## config.mk

```make
export PLATFORM = sky130hd
export DESIGN_NAME = fir_tap_buffer_mb
export DESIGN_NICKNAME = d
export VERILOG_FILES = /design/src/rtl/fir_tap_buffer_mb.sv
export SDC_FILE = /design/constraint.sdc
export NUM_CORES = 2
export LEC_CHECK = 0
export CAP_MARGIN = 20
export CORE_AREA = 5 5 455 457
export CTS_CLUSTER_DIAMETER = 50
export DETAILED_ROUTE_END_ITERATION = 6
export DIE_AREA = 0 0 460 462
export PLACE_DENSITY = 0.72
export SLEW_MARGIN = 5
export SYNTH_ARGS = -nofsm -noshare
export SYNTH_HDL_FRONTEND = slang
export SYNTH_SLANG_ARGS = --single-unit
```

## constraint.sdc

```tcl
create_clock -name clk_i -period 3.5 [get_ports clk_i]
set_input_delay 0.525 -clock clk_i [delete_from_list [all_inputs] [get_ports clk_i]]
set_output_delay 0.525 -clock clk_i [all_outputs]
set_load 0.005 [all_outputs]
```

## src/rtl/fir_tap_buffer_mb.sv

```systemverilog
// Multi-bank FIR coefficient buffer: serial taps in, one completed bank out as a single wide beat.
// Latency: a bank is presented the cycle after its last serial beat is accepted; swaps are gap-free.
// Backpressure: h_serial_ready drops while the target bank is full; a presented bank holds until released.
//
// Ports:
//   clk_i, rst_i, clear_i       clock, synchronous active-high reset and soft clear (same effect)
//   nb_taps_i, sticky_i         tap count of the next bank to load (0 or >MAX_TAPS -> MAX_TAPS), read mode
//   h_serial_*                  serial tap stream sink (strb ignored)
//   h_parallel_*                wide tap stream source, lane k = tap k, lanes >= len forced to 0
//   nb_taps_o                   tap count of the bank currently presented, 0 when none
module fir_tap_buffer_mb #(
  parameter int DATA_WIDTH = 16,
  parameter int MAX_TAPS   = 64,
  parameter int NB_BANKS   = 2,
  localparam int TW = $clog2(MAX_TAPS + 1),
  localparam int PW = DATA_WIDTH * MAX_TAPS
) (
  input  logic                    clk_i,
  input  logic                    rst_i,
  input  logic                    clear_i,
  input  logic [TW-1:0]           nb_taps_i,
  input  logic                    sticky_i,
  input  logic                    h_serial_valid,
  output logic                    h_serial_ready,
  input  logic [DATA_WIDTH-1:0]   h_serial_data,
  input  logic [DATA_WIDTH/8-1:0] h_serial_strb,
  output logic                    h_parallel_valid,
  input  logic                    h_parallel_ready,
  output logic [PW-1:0]           h_parallel_data,
  output logic [PW/8-1:0]         h_parallel_strb,
  output logic [TW-1:0]           nb_taps_o
);

  localparam int IW = (MAX_TAPS > 1) ? $clog2(MAX_TAPS) : 1;
  localparam int BW = (NB_BANKS > 1) ? $clog2(NB_BANKS) : 1;

  typedef enum logic {IDLE, LOAD} wr_state_t;

  wr_state_t             state, state_nxt;
  logic [DATA_WIDTH-1:0] taps [NB_BANKS][MAX_TAPS];
  logic [TW-1:0]         len  [NB_BANKS];
  logic [NB_BANKS-1:0]   full;
  logic [NB_BANKS-1:0]   set_mask, rel_mask;
  logic [BW-1:0]         wr_bank, wr_bank_nxt;
  logic [BW-1:0]         rd_bank, rd_bank_nxt;
  logic [IW-1:0]         wr_idx, wr_addr;
  logic [TW-1:0]         nb_clamped, cur_len;
  logic                  srst, s_hs, p_hs, wr_last, rel, sticky_eff;
  logic                  wr_en, len_we, set_full;
  logic                  strb_unused;

  assign srst        = rst_i | clear_i;
  assign strb_unused = ^h_serial_strb;

  assign nb_clamped = ((nb_taps_i == '0) || (nb_taps_i > TW'(MAX_TAPS))) ? TW'(MAX_TAPS) : nb_taps_i;

  assign wr_bank_nxt = (wr_bank == BW'(NB_BANKS - 1)) ? '0 : wr_bank + 1'b1;
  assign rd_bank_nxt = (rd_bank == BW'(NB_BANKS - 1)) ? '0 : rd_bank + 1'b1;

  // Ready depends on registered fullness only, so a bank released this cycle
  // cannot be refilled until the next one. Held low while reset/clear is high.
  assign h_serial_ready = ~full[wr_bank] & ~srst;
  assign s_hs           = h_serial_valid & h_serial_ready;

  // Length governing the current beat: on the first beat it is the fresh
  // clamped request, afterwards the value latched for this bank. wr_idx is 0
  // in IDLE, so a 1-tap load completes on its first beat.
  assign cur_len = (state == IDLE) ? nb_clamped : len[wr_bank];
  assign wr_last = (TW'(wr_idx) == (cur_len - 1'b1));

  // Write-side FSM: state register
  always_ff @(posedge clk_i) begin
    if (srst) state <= IDLE;
    else      state <= state_nxt;
  end

  // Write-side FSM: next state
  always_comb begin
    state_nxt = state;
    if (s_hs) state_nxt = wr_last ? IDLE : LOAD;
  end

  // Write-side FSM: outputs
  always_comb begin
    wr_en    = s_hs;
    wr_addr  = wr_idx;
    len_we   = s_hs && (state == IDLE);
    set_full = s_hs & wr_last;
  end

  // Read side. In sticky mode a bank is only released once its successor is
  // full; the check uses registered fullness, so a bank completing in this
  // same cycle takes over on the following handshake.
  assign sticky_eff       = (NB_BANKS > 1) && sticky_i;
  assign h_parallel_valid = full[rd_bank];
  assign p_hs             = h_parallel_valid & h_parallel_ready;
  assign rel              = p_hs & (~sticky_eff | full[rd_bank_nxt]);

  // A set targets an empty bank and a release a full one, so the masks
  // never hit the same bank in one cycle.
  assign set_mask = NB_BANKS'(set_full) << wr_bank;
  assign rel_mask = NB_BANKS'(rel) << rd_bank;

  always_ff @(posedge clk_i) begin
    if (srst) begin
      full    <= '0;
      wr_bank <= '0;
      rd_bank <= '0;
      wr_idx  <= '0;
      for (int b = 0; b < NB_BANKS; b++) len[b] <= '0;
    end else begin
      if (len_we)   len[wr_bank] <= nb_clamped;
      if (s_hs)     wr_idx <= wr_last ? '0 : wr_idx + 1'b1;
      if (set_full) wr_bank <= wr_bank_nxt;
      if (rel)      rd_bank <= rd_bank_nxt;
      full <= (full & ~rel_mask) | set_mask;
    end
  end

  // Tap storage needs no reset: lanes beyond len are masked on the output.
  always_ff @(posedge clk_i) begin
    if (wr_en) taps[wr_bank][wr_addr] <= h_serial_data;
  end

  for (genvar i = 0; i < MAX_TAPS; i++) begin : g_lane
    assign h_parallel_data[i*DATA_WIDTH +: DATA_WIDTH] =
      (TW'(i) < len[rd_bank]) ? taps[rd_bank][i] : '0;
  end

  assign h_parallel_strb = '1;
  assign nb_taps_o       = full[rd_bank] ? len[rd_bank] : '0;

endmodule

```

## Word level (Yosys, flattened, before mapping)

Memories as Yosys holds them, arrays and structs flattened. A register that Yosys moved wholly into a read port is not among the register bits.
Cells that the tools add are included.

| storage, ports and cells | value |
|---|---|
| bits in read-only memories | 0 |
| word-level logic and storage cells | 199 |
| memories | 2 |
| latch bits | 0 |
| register bits after elaboration | 11 |
| bits in writable memories | 2062 |
| input port bits | 31 |

Memory list:

| memory | words | bits a word | rd ports | clocked after memory_dff | wr ports | line | source |
|---|---|---|---|---|---|---|---|
| taps | 2 | 1024 | 1 | 1 | 1 | 40 | `logic [DATA_WIDTH-1:0] taps [NB_BANKS][MAX_TAPS];` |
| len | 2 | 7 | 2 | 2 | 2 | 41 | `logic [TW-1:0] len [NB_BANKS];` |

| cells by class | value |
|---|---|
| $lt $le $gt $ge | 70 |
| bitwise operators | 15 |
| multiplexer cells | 95 |
| divide/modulo/power cells | 0 |
| shift-type cells | 2 |
| multiply operators | 0 |
| $add $sub $neg | 4 |
| reductions and logical operators | 5 |
| eq/ne operators | 1 |

Operator list:

| operator | number |
|---|---|
| two-way mux 16 bit | 65 |
| two-way mux 1024 bit | 1 |
| less-than comparator 6 x 7 -> 1 bit, first input constant | 32 |
| less-than comparator 5 x 7 -> 1 bit, first input constant | 16 |
| demux 16 bit (select 6 bit) | 1 |
| less-than comparator 4 x 7 -> 1 bit, first input constant | 8 |
| less-than comparator 3 x 7 -> 1 bit, first input constant | 4 |
| two-way mux 7 bit | 4 |
| two-way mux 1 bit | 23 |
| less-than comparator 1 x 7 -> 1 bit, first input constant | 2 |
| less-than comparator 2 x 7 -> 1 bit, first input constant | 2 |
| equality test 6 x 7 -> 1 bit | 1 |
| >= comparator 7 bit, second input constant | 1 |
| greater-than comparator 7 bit, second input constant | 1 |
| zero test 7 bit | 1 |
| less-than comparator 7 x 1 -> 1 bit, second input constant | 1 |
| NOT 6 -> 7 bit | 1 |
| OR reduction 7 bit | 1 |
| subtractor 7 x 1 -> 7 bit, second input constant | 1 |
| adder 6 x 1 -> 6 bit, second input constant | 1 |
| less-than comparator 1 x 2 -> 1 bit, second input constant | 3 |
| two-way mux 6 bit | 1 |
| bitwise AND 1 bit | 5 |
| NOT 1 bit | 4 |
| 8 further kinds | 12 |

## Depth between registers and ports, before layout

| logic depth | value |
|---|---|
| word-level depth | 11 |
| mapped depth | 10 |
| depth with buffers taken out | 9 |

## Worst setup path before layout

Ideal clock, no wire load.

| timing | value |
|---|---|
| path type | input to register |
| from | input clear_i |
| to | memory taps[1][0] in the netlist's numbering, enable pin |
| library setup time | 389 ps |
| data arrival time | 2605 ps |
| buffers on the path | 2 |
| data required time | 3111 ps |
| path slack | 506 ps |
| cell stages on the path | 7 |
| path through | nor2_1 o211a_1 and2_1 clkbuf_1 nand4_1 clkbuf_1 nor2_1 |

| between the ends | value |
|---|---|
| longest elaborated chain between the ends | 6 |

Ends and longest elaborated chain:

| element | line | source |
|---|---|---|
| start: declaration | 20 | `input logic clear_i,` |
| OR 1 bit | 52 | `assign srst = rst_i \| clear_i;` |
| NOT 1 bit | 62 | `assign h_serial_ready = ~full[wr_bank] & ~srst;` |
| bitwise AND 1 bit | 62 |  |
| named net h_serial_ready | 24 | `output logic h_serial_ready,` |
| bitwise AND 1 bit | 63 | `assign s_hs = h_serial_valid & h_serial_ready;` |
| two-way mux 1 bit | 122 | `if (wr_en) taps[wr_bank][wr_addr] <= h_serial_data;` |
| two-way mux 1024 bit (implied by the code) | 122 |  |
| end: declaration | 40 |  |

The timed path passes the listed nets, and every way through them passes these cells.

==> impl_metrics.json <==
{
  "outcome": "complete, but fails checks",
  "violations": "negative setup slack",
  "timing.max_slew.rel_slack_pct": 23.2,
  "ys_types": 61,
  "grt_pass1_vias": 47481,
  "layout-drive-gt1-share_pct": 16.6,
  "dieHeight_um": 462,
  "drt_first_iter_violations": 4939,
  "criticalPathCategory": "reg -> out",
  "power.ir.vdd_worst_v": 0.000529,
  "routed-via-count": 48366,
  "synth_edf_count": 2062,
  "avgViaCountPerCell": 5.22,
  "post-route-drc-count": 0,
  "worst_pin_slew_ns": 1.15,
  "filler_cell_count": 15984,
  "wire_per_inst_um": 28.3,
  "synth.top_cells.by_count": "2062 x sky130_fd_sc_hd__edfxtp_1, 1213 x sky130_fd_sc_hd__nor2_1, 1033 x sky130_fd_sc_hd__mux2i_1, 130 x sky130_fd_sc_hd__buf_4, 128 x sky130_fd_sc_hd__buf_2",
  "die_width_um": 460,
  "ys.flop_type": "sky130_fd_sc_hd__edfxtp_1",
  "wire_length_of_the_first_global_routing_pass_mm": 355,
  "io_pins": 1192,
  "clock_tree.htree_level_count": 4,
  "unrepaired_setup_endpoints_after_global_routing": "yes",
  "seqCellArea_um2": 62200,
  "multi_input_comb_area_um2": 18100,
  "max_freq_ghz": 0.264,
  "start_util_pct": 39.6,
  "max_cap_viols": 0,
  "clock_skew_ns": 0.0489,
  "synth.largest_area_cell": "sky130_fd_sc_hd__edfxtp_1",
  "synth.area.top_cells": "sky130_fd_sc_hd__edfxtp_1 77%, sky130_fd_sc_hd__mux2i_1 13%, sky130_fd_sc_hd__nor2_1 5.7%",
  "synth_sequential_area_ratio_pct": 77.2,
  "power-per-cell-area_nw_per_um2": 505,
  "share_of_flip_flops_with_an_asynchronous_set_or_reset_pct": 0,
  "root_buffer": "sky130_fd_sc_hd__clkbuf_16",
  "worst_setup_hold_path_clk_slew_ns": 0.06,
  "synth.most_common_cell": "sky130_fd_sc_hd__edfxtp_1",
  "globalplace.congestion": 0.853,
  "worst_slack_ns": -0.294,
  "clk-insertion-delay-late_ns": 0.87,
  "critical_path.endpoint_type": "output pin",
  "clock_tree_from_tritoncts": "done",
  "std_cell_rows": 166,
  "core_utilization_of_the_finished_layout_pct": 52.5,
  "totalPowerFinal_mw": 53.9,
  "yosysTopAreaCellShare_pct": 76.9,
  "timing.final.crit_period_ns": 3.79,
  "die_area_um2": 213000,
  "ys.warnings.count": 0,
  "final-max-slew-violation-count": 0,
  "worstPathMaxFanout": 8,
  "drt_first_pass_iters": 5,
  "critPathLaunchType": "register",
  "placement.io_buffers": 1061,
  "mappedNetlistArea_um2": 80500,
  "cp_data_arrival_time_ns": 3.27,
  "placement.setup.worst_slack_ns": -0.0442,
  "final-hold-violation-count": 0,
  "ys_ff_latch": 2075,
  "global_route.overflow_total": 0,
  "setup_viol_count_final": 881,
  "min_period_over_period_pct": 108,
  "synthToLayoutAreaGrowth_pct": 32.4,
  "synth.avg_cell_area_um2": 16.5,
  "worst-endpoint-required_ns": 2.97,
  "dp_hpwl_mm": 168,
  "ant_nets": 0,
  "design.core.area_um2": 203000,
  "num-nets-final": 6422,
  "cts_buffers": 209,
  "maximum_number_of_pins_on_one_net_before_global_route_repair": 129,
  "power_leakage_nw": 35.2,
  "routed_wirelength_mm": 262,
  "groute.usage.overall_pct": 23.5,
  "hold_crit_path_type": "in -> reg",
  "synthCells": 4876,
  "antenna_found_initial": 20,
  "cts-root-to-sink-buffers": 3,
  "cts.sink_count": 2075
}
## what timing repair did
item,in CTS,in global routing
pin swaps,21,25
setup buffers,62,37
hold buffers,3,0
gates cloned,20,6
hold endpoints to repair,43,0
endpoints found under the setup margin,1027,1025
resized for setup,436,347
## metrics by stage
stage | instance area [um2] | hold WS (ns) | setup TNS (ns) | std cells
2_1_floorplan | 81000 | 0.524 | 0 | 5003
3_3_place_gp | 96500 | 0.538 | 0 | 8739
3_5_place_dp | 96500 | 0.576 | -0.230 | 8739
4_1_cts | 105000 | 0.0225 | -250.29 | 9216
5_1_grt | 107000 | 0.0498 | -257.98 | 9266
6_report | 107000 | 0.107 | -141.17 | 9268
## sequential cells by signal (all words and copies together) (netlist names), named ones only
name / count
taps: 2048
len: 14
wr_addr: 6
full: 2
rd_bank: 1
state: 1
wr_bank: 1
## worst paths after layout
kind,startpoint,end,slack (ns),cells past startpoint
max,register,h_parallel_data[91],-0.29,10
min,h_serial_data[1],taps[1][625]$_DFFE_PP_,0.11,1
max reg2reg,state$_SDFFE_PP0P_,wr_bank$_SDFFE_PP0P_,0.50,8
min reg2reg,full[0]$_SDFF_PP0_,rd_bank$_SDFFE_PP0P_,0.58,2
## layer usage
metal | vias to the layer above | track usage [%] | wire length (um)
met5 | - | 0 | 9
li1 | 20849 | - | -
met1 | 24485 | 29.7 | 100000
met3 | 459 | 6.09 | 24000
met4 | 2 | 10.1 | 11800
met2 | 2571 | 38.4 | 126000
## critical path, stage by stage (launching register included)
cell	delay (ns)
sky130_fd_sc_hd__dfxtp_4	0.43
sky130_fd_sc_hd__buf_4	0.16
sky130_fd_sc_hd__buf_4	0.12
sky130_fd_sc_hd__buf_12	0.12
sky130_fd_sc_hd__a32o_2	0.26
sky130_fd_sc_hd__buf_12	0.14
sky130_fd_sc_hd__buf_12	0.13
sky130_fd_sc_hd__nor2_4	0.06
sky130_fd_sc_hd__clkbuf_16	0.17
sky130_fd_sc_hd__nor2_1	0.27
sky130_fd_sc_hd__clkdlybuf4s50_1	0.57
## where the power goes
| group | internal, mW | total, mW | switching, mW | leakage, nW |
|---|---|---|---|---|
| registers | 27.3 | 27.3 | 0.0161 | 18.7 |
| clock network | 12.8 | 22.5 | 9.61 | 3.39 |
| logic | 1.73 | 4.05 | 2.32 | 13.1 |
| total | 41.9 | 53.9 | 11.9 | 35.2 |
## final cells by class
class	instances	share of cell area, %
sequential	2075	58.3
tap	2688	3.16
inverter	9	0.0317
antenna	12	0.0282
clock inverter	149	1.51
clock buffer	243	5.07
multi-input combinational	2581	17.0
timing repair buffer	1511	14.9
## cell families after synthesis
kind of cell	after synthesis	share of synthesized area (%)
other	1	0.00466
AO/OA/AOI/OAI	89	0.827
multiplexers	1044	13.0
AND/OR/NAND/NOR	1308	6.34
buffers and inverters	347	2.45
XOR/XNOR	8	0.0870
flip-flops	2075	77.2
adder cells (fa/ha/maj)	4	0.0622
## cells in the final DEF, fill, tap and decap left out, types with 12 or more instances in the layout
cell | synthesis | final
sky130_fd_sc_hd__dlymetal6s2s_1 | 0 | 76
sky130_fd_sc_hd__dfxtp_1 | 13 | 12
sky130_fd_sc_hd__mux2i_1 | 1033 | 1027
sky130_fd_sc_hd__bufinv_16 | 0 | 23
sky130_fd_sc_hd__diode_2 | 0 | 12
sky130_fd_sc_hd__clkbuf_1 | 75 | 32
sky130_fd_sc_hd__buf_12 | 0 | 97
sky130_fd_sc_hd__buf_2 | 128 | 35
sky130_fd_sc_hd__nor2_1 | 1213 | 1056
sky130_fd_sc_hd__nor2_4 | 0 | 73
sky130_fd_sc_hd__dlygate4sd2_1 | 0 | 58
sky130_fd_sc_hd__clkdlybuf4s50_1 | 0 | 834
sky130_fd_sc_hd__conb_1 | 1 | 128
sky130_fd_sc_hd__edfxtp_1 | 2062 | 2062
sky130_fd_sc_hd__clkbuf_2 | 0 | 22
sky130_fd_sc_hd__buf_6 | 3 | 51
sky130_fd_sc_hd__o21ai_4 | 0 | 13
sky130_fd_sc_hd__clkinv_1 | 0 | 51
sky130_fd_sc_hd__clkbuf_16 | 0 | 216
sky130_fd_sc_hd__nand2_1 | 29 | 26
sky130_fd_sc_hd__a21oi_1 | 25 | 14
sky130_fd_sc_hd__buf_4 | 130 | 284
sky130_fd_sc_hd__buf_16 | 0 | 17
sky130_fd_sc_hd__nor2_2 | 1 | 85
sky130_fd_sc_hd__clkinv_2 | 0 | 38
(Power assumes the default switching activity.)
